$ cat src/rtl/usr_pkg.sv
`default_nettype none
// ============================================================================
// Module      : usr_pkg
// Description : Shared types for the universal shift register: per-step
//               operation codes and burst controller states.
// Revision    : 1.0 - initial release
// ============================================================================
package usr_pkg;

    // Operation codes, one step = LANES bit positions
    typedef enum logic [2:0] {
        MODE_HOLD = 3'b000,
        MODE_SHL  = 3'b001,
        MODE_SHR  = 3'b010,
        MODE_LOAD = 3'b011,
        MODE_ROL  = 3'b100,
        MODE_ROR  = 3'b101,
        MODE_ASR  = 3'b110,
        MODE_CLR  = 3'b111
    } mode_e;

    // Burst controller states
    typedef enum logic [1:0] {
        IDLE = 2'd0,
        RUN  = 2'd1,
        DONE = 2'd2
    } state_e;

endpackage : usr_pkg
`default_nettype wire

$ cat src/rtl/universal_shift_reg_if.sv
`default_nettype none
// ============================================================================
// Module      : universal_shift_reg_if
// Description : Control/data bundle of the universal shift register. The
//               master side drives mode/strobes/data, the slave side returns
//               register contents, serial lanes and burst status.
// Revision    : 1.0 - initial release
// ============================================================================
interface universal_shift_reg_if #(
    parameter int WIDTH = 8,
    parameter int LANES = 1
);
    localparam int CW = $clog2(WIDTH / LANES) + 1;

    logic [2:0]       mode;
    logic             en;
    logic             start;
    logic [CW-1:0]    cnt_in;
    logic [WIDTH-1:0] par_in;
    logic [LANES-1:0] ser_in;
    logic [WIDTH-1:0] par_out;
    logic [LANES-1:0] ser_out;
    logic             busy;
    logic             done;

    modport master (
        output mode, en, start, cnt_in, par_in, ser_in,
        input  par_out, ser_out, busy, done
    );

    modport slave (
        input  mode, en, start, cnt_in, par_in, ser_in,
        output par_out, ser_out, busy, done
    );

endinterface : universal_shift_reg_if
`default_nettype wire

$ cat src/rtl/usr_step.sv
`default_nettype none
// ============================================================================
// Module      : usr_step
// Description : Combinational next-state of one shift-register step. Shared
//               by the single-operation path and the burst path.
// Revision    : 1.0 - initial release
// ============================================================================
module usr_step
    import usr_pkg::*;
#(
    parameter int WIDTH = 8,
    parameter int LANES = 1
) (
    input  mode_e            i_mode,
    input  logic [WIDTH-1:0] i_cur,
    input  logic [LANES-1:0] i_ser_in,
    input  logic [WIDTH-1:0] i_par_in,
    output logic [WIDTH-1:0] o_nxt,
    output logic [LANES-1:0] o_ser_nxt
);

    // Shift operators are used instead of part-selects so LANES == WIDTH
    // still elaborates without zero-width slices.
    always_comb begin
        o_nxt     = i_cur;
        o_ser_nxt = '0;
        unique case (i_mode)
            MODE_HOLD: ;
            MODE_SHL: begin
                o_nxt     = (i_cur << LANES) | WIDTH'(i_ser_in);
                o_ser_nxt = i_cur[WIDTH-1 -: LANES];
            end
            MODE_SHR: begin
                o_nxt     = (i_cur >> LANES) | (WIDTH'(i_ser_in) << (WIDTH - LANES));
                o_ser_nxt = i_cur[LANES-1:0];
            end
            MODE_LOAD: o_nxt = i_par_in;
            MODE_ROL: begin
                o_nxt     = (i_cur << LANES) | (i_cur >> (WIDTH - LANES));
                o_ser_nxt = i_cur[WIDTH-1 -: LANES];
            end
            MODE_ROR: begin
                o_nxt     = (i_cur >> LANES) | (i_cur << (WIDTH - LANES));
                o_ser_nxt = i_cur[LANES-1:0];
            end
            MODE_ASR: begin
                o_nxt     = WIDTH'($signed(i_cur) >>> LANES);
                o_ser_nxt = i_cur[LANES-1:0];
            end
            MODE_CLR: o_nxt = '0;
            default: ;
        endcase
    end

endmodule : usr_step
`default_nettype wire

$ cat src/rtl/universal_shift_reg.sv
`default_nettype none
// ============================================================================
// Module      : universal_shift_reg
// Description : Parametrised universal shift register with LANES-bit serial
//               lanes, single-step operation and a counted burst controller
//               reporting busy/done.
// Revision    : 1.0 - initial release
// ============================================================================
module universal_shift_reg
    import usr_pkg::*;
#(
    parameter int WIDTH = 8,
    parameter int LANES = 1
) (
    input  logic                 clk,
    input  logic                 rst,
    universal_shift_reg_if.slave bus
);

    localparam int CW = $clog2(WIDTH / LANES) + 1;

    if ((WIDTH < 2) || (LANES < 1) || ((WIDTH % LANES) != 0)) begin : g_param_check
        $error("universal_shift_reg: WIDTH must be >= 2 and divisible by LANES");
    end

    state_e           r_state;
    mode_e            r_mode;
    logic [CW-1:0]    r_cnt;
    logic [WIDTH-1:0] r_par;
    logic [LANES-1:0] r_ser;
    logic             r_busy;
    logic             r_done;

    mode_e            w_step_mode;
    logic [WIDTH-1:0] w_nxt;
    logic [LANES-1:0] w_ser_nxt;

    // A running burst replays its latched mode; otherwise the live mode applies
    assign w_step_mode = (r_state == RUN) ? r_mode : mode_e'(bus.mode);

    usr_step #(
        .WIDTH (WIDTH),
        .LANES (LANES)
    ) u_step (
        .i_mode    (w_step_mode),
        .i_cur     (r_par),
        .i_ser_in  (bus.ser_in),
        .i_par_in  (bus.par_in),
        .o_nxt     (w_nxt),
        .o_ser_nxt (w_ser_nxt)
    );

    // Burst FSM, step counter and data registers; busy/done are flopped
    // alongside the state so every output comes straight from a register.
    always_ff @(posedge clk) begin
        if (rst) begin
            r_state <= IDLE;
            r_mode  <= MODE_HOLD;
            r_cnt   <= '0;
            r_par   <= '0;
            r_ser   <= '0;
            r_busy  <= 1'b0;
            r_done  <= 1'b0;
        end else begin
            unique case (r_state)
                IDLE: begin
                    if (bus.start) begin
                        // start outranks en: latch and defer the first step
                        r_mode <= mode_e'(bus.mode);
                        r_cnt  <= bus.cnt_in;
                        if (bus.cnt_in != '0) begin
                            r_state <= RUN;
                            r_busy  <= 1'b1;
                        end else begin
                            r_state <= DONE;
                            r_done  <= 1'b1;
                        end
                    end else if (bus.en) begin
                        r_par <= w_nxt;
                        r_ser <= w_ser_nxt;
                    end
                end
                RUN: begin
                    r_par <= w_nxt;
                    r_ser <= w_ser_nxt;
                    r_cnt <= r_cnt - CW'(1);
                    if (r_cnt == CW'(1)) begin
                        r_state <= DONE;
                        r_busy  <= 1'b0;
                        r_done  <= 1'b1;
                    end
                end
                DONE: begin
                    r_state <= IDLE;
                    r_done  <= 1'b0;
                end
                default: begin
                    r_state <= IDLE;
                    r_busy  <= 1'b0;
                    r_done  <= 1'b0;
                end
            endcase
        end
    end

    assign bus.par_out = r_par;
    assign bus.ser_out = r_ser;
    assign bus.busy    = r_busy;
    assign bus.done    = r_done;

endmodule : universal_shift_reg
`default_nettype wire

$ cat src/flat_wrapper.sv
// flat-port wrapper written by rule: the top's interface ports become plain ports
module universal_shift_reg_flat import usr_pkg::*;
#(
    parameter int WIDTH = 8,
    parameter int LANES = 1
)
  (clk, rst, bus_mode, bus_en, bus_start, bus_cnt_in, bus_par_in, bus_ser_in, bus_par_out, bus_ser_out, bus_busy, bus_done);
  universal_shift_reg_if #(.WIDTH(WIDTH), .LANES(LANES)) bus_i ();
  input  logic clk;
  input  logic rst;
  input wire logic [$bits(bus_i.mode)-1:0] bus_mode;
  input wire logic [$bits(bus_i.en)-1:0] bus_en;
  input wire logic [$bits(bus_i.start)-1:0] bus_start;
  input wire logic [$bits(bus_i.cnt_in)-1:0] bus_cnt_in;
  input wire logic [$bits(bus_i.par_in)-1:0] bus_par_in;
  input wire logic [$bits(bus_i.ser_in)-1:0] bus_ser_in;
  output wire logic [$bits(bus_i.par_out)-1:0] bus_par_out;
  output wire logic [$bits(bus_i.ser_out)-1:0] bus_ser_out;
  output wire logic [$bits(bus_i.busy)-1:0] bus_busy;
  output wire logic [$bits(bus_i.done)-1:0] bus_done;
  assign bus_i.mode = bus_mode;
  assign bus_i.en = bus_en;
  assign bus_i.start = bus_start;
  assign bus_i.cnt_in = bus_cnt_in;
  assign bus_i.par_in = bus_par_in;
  assign bus_i.ser_in = bus_ser_in;
  assign bus_par_out = bus_i.par_out;
  assign bus_ser_out = bus_i.ser_out;
  assign bus_busy = bus_i.busy;
  assign bus_done = bus_i.done;
  universal_shift_reg #(.WIDTH(WIDTH), .LANES(LANES)) u_core (.clk(clk), .rst(rst), .bus(bus_i));
endmodule
$ cat config.mk
export PLATFORM = sky130hd
export DESIGN_NAME = universal_shift_reg_flat
export DESIGN_NICKNAME = d
export VERILOG_FILES = /design/src/rtl/usr_pkg.sv /design/src/rtl/universal_shift_reg_if.sv /design/src/rtl/usr_step.sv /design/src/rtl/universal_shift_reg.sv /design/src/flat_wrapper.sv
export SDC_FILE = /design/constraint.sdc
export NUM_CORES = 1
export LEC_CHECK = 0
export ABC_CLOCK_PERIOD_IN_PS = 4200
export CELL_PAD_IN_SITES_DETAIL_PLACEMENT = 2
export CELL_PAD_IN_SITES_GLOBAL_PLACEMENT = 2
export CORE_MARGIN = 1
export CORE_UTILIZATION = 31
export CTS_CLUSTER_DIAMETER = 80
export DETAILED_ROUTE_END_ITERATION = 7
export GPL_TIMING_DRIVEN = 0
export PLACE_DENSITY_LB_ADDON = 0.25
export SLEW_MARGIN = 20
export SYNTH_ARGS = -nofsm -noshare
export SYNTH_HDL_FRONTEND = slang
export SYNTH_SLANG_ARGS = --single-unit
$ cat constraint.sdc
create_clock -name clk -period 4.2 [get_ports clk]
set_clock_uncertainty 0.05 [all_clocks]
set_input_delay 0.84 -clock clk [delete_from_list [all_inputs] [get_ports clk]]
set_output_delay 0.84 -clock clk [all_outputs]
set_load 0.005 [all_outputs]
==> flow_summary.toml <==
[run_status]
status = "completed"

[layout]
post-route-util_pct = 43.4
nNetsFinal = 220
stdcell_count = 247
n_antenna_cell = 0
area_delta_synth_final_pct = 30.2
layout-drive-gt1-share_pct = 12.2

[sta]
setup-violations-final = 0
hold_viol = 0
worst_pin_slew_ns = 0.890
fin_crit_sh_pct = 62.9
maxSlewViolCount = 0
layout_min_cycle_time_ns = 2.64
slew_headroom_pct = 40.5
max_freq_mhz = 379
setup_tns_ns = 0
rsz0062_at_grt = "false"

[setup_path]
rr_endpoint = "u_core.bus.par_out[6]$_SDFFE_PP0P_"
cp-end-kind = "flop"
critPathMaxFanout = 10
r2r_slack_ns = 2.21
cp.arrival_ns = 2.80
required_ns = 4.35
r2r_start = "u_core.r_mode[0]$_SDFFE_PP0P_"
critPathKind = "input pin to flop"
rr_worst_depth = 6
critPathLaunchType = "input pin"

[synth]
yosysTopAreaCellShare_pct = 29.2
ys_types = 44
synthCells = 165
netlist_area_um2 = 1370
yosys-top-cells-area = "dfxtp_1, a21oi_1, nor4b_2, nand2_1, o21a_1"
synth_edf_count = 0
async_flop_share_pct = 0
ys_seq_area_share_pct = 29.2
syn-num-nets = 187
yosysMostFrequentCell = "a21oi_1"
ys_top_cells_by_count = "a21oi_1, dfxtp_1, nand2_1"
synth_seq_cells = 20
avgSynthCellArea_um2 = 8.30
synth.largest_area_cell = "dfxtp_1"
synth-main-ff-cell = "dfxtp_1"
ys_warn_count = 0

[pwr]
p_per_area_nw_per_um2 = 410
peakVddDrop_v = 0.000143
leakagePower_nw = 0.690
total_power_w = 0.000731

[routing]
vias = 1426
detail-route-antenna-nets = 0
first_pass_iters = 4
viasPerCell = 5.77
wl_per_cell_um = 20.2
drc = 0
drtIter0Drc = 37
routed_wl_mm = 4.98

[grt]
track_usage_pct = 24.0
grt_pass1_wl_mm = 8.01
grt_pass1_vias = 1489
grt_overflow = 0
grt_max_degree = 13
antenna_found_initial = 0

[clock_tree]
cts.repair.resized = 0
cts_tree = "done"
cts_buffer_depth = 2
hold_buffers = 0
cts.clk_slew.worst_paths_ns = 0.08
clk_latency_ns = 0.26
cts-buffers-inserted = 3
post-cts-setup-buffer-count = 0
cts-root-buf = "clkbuf_8"
cts.sinks = 20
htree_levels = 1

[flow_run]
max-cap-violations = 0

[floorplanning]
start_util_pct = 33.3
die_area_um2 = 4690
rows = 23
io_pins = 31
die_w_um = 68.5
dieHeight_um = 68.5
core_area_um2 = 4120

[worst_hold_path]
min_to = "u_core.bus.done$_SDFFE_PP0P_"
holdPathStages = 1
min-delay-start = "u_core.bus.done$_SDFFE_PP0P_"
min_path_type = "flop to flop"

[placed_design]
dp_hpwl_mm = 3.53
port_buffers = 28
gp_congestion = 0.779
dp.cells = 243
worst max-delay path, cell delays in order:
cell and delay [ns]:
clkdlybuf4s50_1 0.46, nand2b_1 0.17, a21oi_1 0.41, o21a_1 0.29
buf_6 0.16, nor4b_2 0.29, o21a_1 0.18
worst max path at each step:
stage                      from                                 end  slack [ns]
CTS                   bus_start  u_core.bus.par_out[6]$_SDFFE_PP0P_        1.54
detailed placement    bus_start  u_core.bus.par_out[4]$_SDFFE_PP0P_        1.36
floorplan           bus_mode[2]  u_core.bus.par_out[1]$_SDFFE_PP0P_        2.16
finish                bus_start  u_core.bus.par_out[6]$_SDFFE_PP0P_        1.56
global route          bus_start  u_core.bus.par_out[6]$_SDFFE_PP0P_        1.47
global placement      bus_start  u_core.bus.par_out[4]$_SDFFE_PP0P_        1.47
layout by cell type, fill, tap and decap left out, drive strengths merged, types with 3 or more instances in the layout:
master / instances
a21o: 4
a21oi: 24
a31oi: 5
buf: 6
clkbuf: 7
clkdlybuf4s50: 28
dfxtp: 20
inv: 7
mux2i: 6
nand2: 14
nand2b: 3
nor2: 11
nor2b: 4
nor3: 7
nor4: 3
nor4b: 5
o21a: 6
o21ai: 8
flip-flops by register name (all words and copies together) (netlist names):
signal	cells
u_core.bus.busy	1
u_core.r_state	2
u_core.r_cnt	4
u_core.bus.par_out	8
u_core.bus.done	1
u_core.bus.ser_out	1
u_core.r_mode	3
kinds of logic (layout without fill, tap and decap cells):
group,count (synthesis),in the layout,share of synthesized area [%]
mux,8,8,7.21
xor+xnor,3,3,1.92
simple gates,58,58,26.0
flops,20,20,29.2
compound gates,57,57,27.0
fa+ha+maj,2,2,1.83
buf+inv,17,49,6.76
report_power, final:
group / total [W] / internal (W) / leakage (nW) / switching [W]
sequential: 0.000247 / 0.000217 / 0.164 / 0.0000300
combinational: 0.000286 / 0.000136 / 0.490 / 0.000150
clock: 0.000198 / 0.000127 / 0.0357 / 0.0000707
area by class of cell:
class	count	area, µm²
sequential	20	400
fill	452	2330
timing repair buffer	28	280
clock inverter	1	30.0
tap	50	62.6
multi-input combinational	128	877
buffer	10	66.3
clock buffer	3	41.3
inverter	7	26.3
layer usage:
metal	track usage [%]	share of wire, %	up-vias	wire [µm]
met1	30.3	46	724	2280
met5	0	0	-	0
met4	6.51	1.7	0	86
met2	41.4	50	28	2480
li1	-	-	666	-
met3	4.17	2.7	8	135
metrics by stage:
| stage | worst slack [ns] | area, µm² | hold WS, ns |
|---|---|---|---|
| 2_1_floorplan | 2.16 | 1370 | 0.396 |
| 6_report | 1.56 | 1780 | 0.405 |
| 4_1_cts | 1.54 | 1780 | 0.410 |
| 5_1_grt | 1.47 | 1780 | 0.431 |
| 3_5_place_dp | 1.36 | 1710 | 0.391 |
| 3_3_place_gp | 1.47 | 1710 | 0.385 |
No activity file was read; power rests on OpenSTA's default activity.
